File: src/rtl/mopshub_rec_arbiter.sv
// Round-robin uplink arbiter: grants one pending CAN receive bus at a time to the e-link uplink.
// Optional e-link timeout abort is compiled in with `define MOPSHUB_ARB_TIMEOUT_EN.
module mopshub_rec_arbiter #(
    parameter int N_BUS          = 16,
    parameter int FRAME_W        = 76,
    parameter int TIMEOUT_CYCLES = 4096
) (
    input  logic                     clk,
    input  logic                     rst,
    input  logic [4:0]               n_buses,
    input  logic [N_BUS-1:0]         bus_mask,
    input  logic [N_BUS-1:0]         req,
    input  logic [N_BUS*FRAME_W-1:0] frame_in,
    output logic [N_BUS-1:0]         ack,
    output logic [4:0]               can_rec_select,
    output logic [FRAME_W-1:0]       data_rec_uplink,
    output logic                     irq_elink_rec,
    input  logic                     elink_done,
    output logic                     busy,
    output logic                     err_timeout,
    output logic [1:0]               fsm_state
);

    typedef enum logic [1:0] {
        IDLE = 2'd0,
        LOAD = 2'd1,
        WAIT = 2'd2
    } state_t;

    state_t state, state_nxt;

    logic [4:0]         ptr;
    logic [3:0]         nc;
    logic [4:0]         nc_ext;
    logic [N_BUS-1:0]   elig;
    logic [4:0]         start;
    logic [4:0]         idx;
    logic               found;
    logic [4:0]         found_idx;
    logic               grab;
    logic               load;
    logic               release_grant;
    logic               abort;
    logic               tmo_hit;
    logic [FRAME_W-1:0] frames [N_BUS];

    assign nc        = (n_buses > 5'd15) ? 4'd15 : n_buses[3:0];
    assign nc_ext    = {1'b0, nc};
    assign busy      = (state != IDLE);
    assign fsm_state = state;

    always_comb begin
        for (int i = 0; i < N_BUS; i++) begin
            frames[i] = frame_in[i*FRAME_W +: FRAME_W];
            elig[i]   = req[i] & bus_mask[i] & (4'(i) <= nc);
        end
    end

    // First eligible bus at or above ptr, wrapping past nc back to 0.
    always_comb begin
        found     = 1'b0;
        found_idx = 5'd0;
        idx       = 5'd0;
        start     = (ptr > nc_ext) ? 5'd0 : ptr;
        for (int k = 0; k < N_BUS; k++) begin
            idx = start + 5'(k);
            if (idx > nc_ext) idx = idx - (nc_ext + 5'd1);
            if (!found && (k <= int'(nc)) && elig[idx[3:0]]) begin
                found     = 1'b1;
                found_idx = idx;
            end
        end
    end

`ifdef MOPSHUB_ARB_TIMEOUT_EN
    localparam int CNT_W = (TIMEOUT_CYCLES > 2) ? $clog2(TIMEOUT_CYCLES) : 1;
    logic [CNT_W-1:0] tmo_cnt;

    always_ff @(posedge clk or negedge rst) begin
        if (!rst)               tmo_cnt <= '0;
        else if (load)          tmo_cnt <= '0;
        else if (state == WAIT) tmo_cnt <= tmo_cnt + 1'b1;
    end

    assign tmo_hit = (state == WAIT) && (tmo_cnt == CNT_W'(TIMEOUT_CYCLES - 1));
`else
    assign tmo_hit = 1'b0;
`endif

    always_comb begin
        state_nxt     = state;
        grab          = 1'b0;
        load          = 1'b0;
        release_grant = 1'b0;
        abort         = 1'b0;
        case (state)
            IDLE: begin
                if (found) begin
                    grab      = 1'b1;
                    state_nxt = LOAD;
                end
            end
            LOAD: begin
                load      = 1'b1;
                state_nxt = WAIT;
            end
            WAIT: begin
                // A done pulse in the same cycle as the timeout is a normal completion.
                if (elink_done) begin
                    release_grant = 1'b1;
                    state_nxt     = IDLE;
                end else if (tmo_hit) begin
                    release_grant = 1'b1;
                    abort         = 1'b1;
                    state_nxt     = IDLE;
                end
            end
            default: state_nxt = IDLE;
        endcase
    end

    always_ff @(posedge clk or negedge rst) begin
        if (!rst) begin
            state           <= IDLE;
            ptr             <= 5'd0;
            can_rec_select  <= 5'd0;
            data_rec_uplink <= '0;
            ack             <= '0;
            irq_elink_rec   <= 1'b0;
            err_timeout     <= 1'b0;
        end else begin
            state       <= state_nxt;
            ack         <= '0;
            err_timeout <= 1'b0;
            if (grab) can_rec_select <= found_idx;
            if (load) begin
                data_rec_uplink <= frames[can_rec_select[3:0]];
                ack             <= N_BUS'(1) << can_rec_select[3:0];
                irq_elink_rec   <= 1'b1;
            end
            if (release_grant) begin
                irq_elink_rec <= 1'b0;
                ptr           <= (can_rec_select == nc_ext) ? 5'd0 : can_rec_select + 5'd1;
                err_timeout   <= abort;
            end
        end
    end

endmodule

File: config.mk
export PLATFORM = sky130hd
export DESIGN_NAME = mopshub_rec_arbiter
export DESIGN_NICKNAME = d
export VERILOG_FILES = /design/src/rtl/mopshub_rec_arbiter.sv
export SDC_FILE = /design/constraint.sdc
export NUM_CORES = 1
export LEC_CHECK = 0
export CELL_PAD_IN_SITES_DETAIL_PLACEMENT = 0
export CELL_PAD_IN_SITES_GLOBAL_PLACEMENT = 1
export CORE_AREA = 2 2 524 526
export DETAILED_ROUTE_END_ITERATION = 6
export DIE_AREA = 0 0 526 528
export GPL_TIMING_DRIVEN = 0
export PLACE_DENSITY = 0.34
export SLEW_MARGIN = 40
export SYNTH_ARGS = -nofsm -noshare
export SYNTH_HDL_FRONTEND = slang
export SYNTH_SLANG_ARGS = --single-unit
File: constraint.sdc
create_clock -name clk -period 10.5 [get_ports clk]
set_input_delay 1.575 -clock clk [delete_from_list [all_inputs] [get_ports clk]]
set_output_delay 1.575 -clock clk [all_outputs]
set_load 0.005 [all_outputs]
==> impl_metrics.json <==
{
  "design.final.nets": 4897,
  "timing.final.max_slew_violations": 0,
  "die_area_sq_um": 278000,
  "finalSetupViolCount": 0,
  "area_growth_syn_to_layout_pct": 91.4,
  "multi_input_comb_area_sq_um": 18200,
  "gr-total-overflow": 0,
  "fin_worst_skew_ps": 22.5,
  "floorplan.initialDensity_pct": 7.85,
  "via_count_of_the_first_global_routing_pass": 27730,
  "detailed_place.area_sq_um": 40200,
  "clock-root-buffer": "sky130_fd_sc_hd__clkbuf_16",
  "synth_area_sq_um": 21400,
  "worst_ep_required_time_ps": 10820,
  "power_density_nw_per_um2": 392,
  "insertion_delay_ps": 480,
  "synthesis.instances": 2146,
  "final_area_sq_um": 40900,
  "totalWireLength_microns": 318000,
  "sequential_to_total_area_share_from_yosys_stat_pct": 12.3,
  "final-seq-area_sq_um": 2630,
  "die_width_microns": 526,
  "vdd.ir_drop.worst_mv": 0.234,
  "run_status": "complete, no violations",
  "grt_max_degree": 40,
  "crit_end_element": "flop",
  "ys_ff_latch": 105,
  "timing.final.hold_violations": 0,
  "cts_tree": "done",
  "final_common_cell": "sky130_fd_sc_hd__clkdlybuf4s50_1",
  "final_min_period_over_clock_period_pct": 99.9,
  "clkTransAtPathRegs_ps": 90,
  "crit_path_max_incr_delay_ps": 600,
  "cts-htree-levels": 3,
  "post-route-drc-count": 0,
  "rows": 192,
  "number_of_antenna_violations_at_the_first_check_in_global_routing": 296,
  "via_count": 28254,
  "cts.sinks": 105,
  "synth_cell_types": 112,
  "grt_first_pass_wirelength_microns": 381000,
  "cap_viol_max_count": 0,
  "die_h_microns": 528,
  "synth_warnings": 0,
  "highest_attainable_clock_frequency_ghz": 0.0953,
  "detail_route.first_pass.iterations": 5,
  "timing.critical_path.arrival_ps": 10810,
  "critical_setup_path_kind": "input pin to flop",
  "route.detailed.wl_per_inst_microns": 44.0,
  "cts_inserted_buffers": 9,
  "slew_headroom_pct": 36.1,
  "via_density": 3.92,
  "core-area_sq_um": 272000,
  "synth-edff-count": 0,
  "finalWeightedCongestion": 0.938,
  "avgSynthCellArea_sq_um": 9.97,
  "synth_ff_type": "sky130_fd_sc_hd__dfrtp_1",
  "postCtsHoldBufs": 0,
  "filler_cell_count": 30748,
  "leakagePower_nw": 14.4,
  "drt_iter0_drc": 2630,
  "clock_tree.buffer_depth": 2,
  "drive_gt1_share_pct": 18.2,
  "critical_path.slowest_cell": "sky130_fd_sc_hd__a311oi_1",
  "worst-path-buf-inv": 6,
  "portBuffers": 1355,
  "post-dp-hpwl_microns": 287000,
  "worst_setup_path_start_kind": "input pin",
  "path_max_fanout": 16,
  "period_needed_ps": 10490,
  "antenna_violation_net_count_after_detailed_routing": 0,
  "synth-async-reset-ratio_pct": 100,
  "worst_path_dominant_cell_family": "simple AND/OR/NAND/NOR gates",
  "syn_nets": 3494,
  "most-common-layout-cells": "sky130_fd_sc_hd__clkdlybuf4s50_1, sky130_fd_sc_hd__mux4_2, sky130_fd_sc_hd__nand2_1, sky130_fd_sc_hd__a21oi_1, sky130_fd_sc_hd__mux2i_1",
  "groute.usage.overall_pct": 22.0,
  "post-route-util_pct": 15.0,
  "worstHoldPathType": "flop to flop",
  "pin_count": 1358,
  "max_slew.worst_pin.slew_ps": 955
}
[cells in the mapped netlist (34+ instances only)]
| cell | n | area (sq um) |
|---|---|---|
| sky130_fd_sc_hd__a21oi_1 | 158 | 791 |
| sky130_fd_sc_hd__dfrtp_1 | 105 | 2630 |
| sky130_fd_sc_hd__nor3_1 | 38 | 190 |
| sky130_fd_sc_hd__nand3_1 | 34 | 170 |
| sky130_fd_sc_hd__buf_1 | 50 | 188 |
| sky130_fd_sc_hd__o21ai_0 | 105 | 526 |
| sky130_fd_sc_hd__nand2_1 | 278 | 1040 |
| sky130_fd_sc_hd__nor2_1 | 103 | 387 |
| sky130_fd_sc_hd__inv_1 | 45 | 169 |
| sky130_fd_sc_hd__mux2i_1 | 121 | 1210 |
| sky130_fd_sc_hd__clkbuf_1 | 104 | 390 |
| sky130_fd_sc_hd__mux4_2 | 358 | 8060 |
| sky130_fd_sc_hd__ha_1 | 87 | 1090 |
[area by class of cell]
| class | count | share of cell area, % |
|---|---|---|
| Inverter | 53 | 0.513 |
| Clock buffer | 12 | 0.602 |
| Clock inverter | 4 | 0.125 |
| Antenna cell | 70 | 0.428 |
| Multi-Input combinational cell | 1809 | 44.4 |
| Timing Repair Buffer | 1392 | 34.5 |
| Tap cell | 3589 | 11.0 |
| Buffer | 179 | 2.10 |
| Sequential cell | 105 | 6.42 |
[stage by stage]
| step | hold WS [ps] | TNS [ps] | std cells | power (mW) | worst slack (ps) |
|---|---|---|---|---|---|
| floorplan | 470 | 0 | 2146 | 8.88 | 2130 |
| global placement | 467 | -19390 | 7090 | 15.0 | -3350 |
| detailed placement | 466 | -11170 | 7118 | 15.2 | -2120 |
| CTS | 490 | 0 | 7137 | 15.9 | 32.6 |
| global route | 512 | -42.5 | 7159 | 16.8 | -29.4 |
| finish | 482 | 0 | 7213 | 16.0 | 11.6 |
[metal layers]
layer	track usage, %	wire [microns]	up-vias
met1	26.3	126000	14561
met4	3.53	5160	184
li1	-	-	11549
met2	33.3	136000	1541
met5	0	1130	-
met3	14.1	48600	419
[tightest hold or removal path, delay by kind of cell, from the launching register on]
kind             cells  cell delay [ps]
flip-flops           1              350
AND/OR/NAND/NOR      2              100
[worst paths after layout]
kind	startpoint	to	slack [ps]	cells past startpoint
max	n_buses[4]	can_rec_select[1]	10	28
min in group asynchronous	rst	can_rec_select[4]	990	1
max reg2reg	ptr[0]	can_rec_select[1]	1830	25
max in group asynchronous	rst	data_rec_uplink[41]	8590	3
min	data_rec_uplink[48]	data_rec_uplink[48]	480	2
min reg2reg	data_rec_uplink[48]	data_rec_uplink[48]	480	2
[state kept, by name, summed over array words and instances, names as in the netlist]
name and cells:
ack 16, data_rec_uplink 76, fsm_state 2, ptr 5
can_rec_select 5, irq_elink_rec 1
[where the power goes]
part	total [mW]	switching [mW]	internal [mW]
clock	0.441	0.247	0.193
combinational	14.9	9.30	5.55
sequential	0.744	0.155	0.589
[cell families (layout without fill, tap and decap cells)]
group | Yosys count | in the layout | share of synthesized area (%)
AOI/OAI and AO/OA | 559 | 559 | 17.9
xor gates and xnor gates | 60 | 60 | 2.49
muxes | 488 | 488 | 43.8
other | 1 | 71 | 0.0175
buffers and inverters | 232 | 1640 | 4.30
adders and majority gates | 92 | 92 | 5.56
DFF | 105 | 105 | 12.3
and+or+nand+nor | 609 | 609 | 13.6
[what timing repair did]
item	4_1_cts	5_1_grt
setup buffers	3	5
pin swaps	2	3
cloned	0	0
resized for setup	21	20
endpoints found under the setup margin	6	6
No activity file was read; power rests on OpenSTA's default activity.
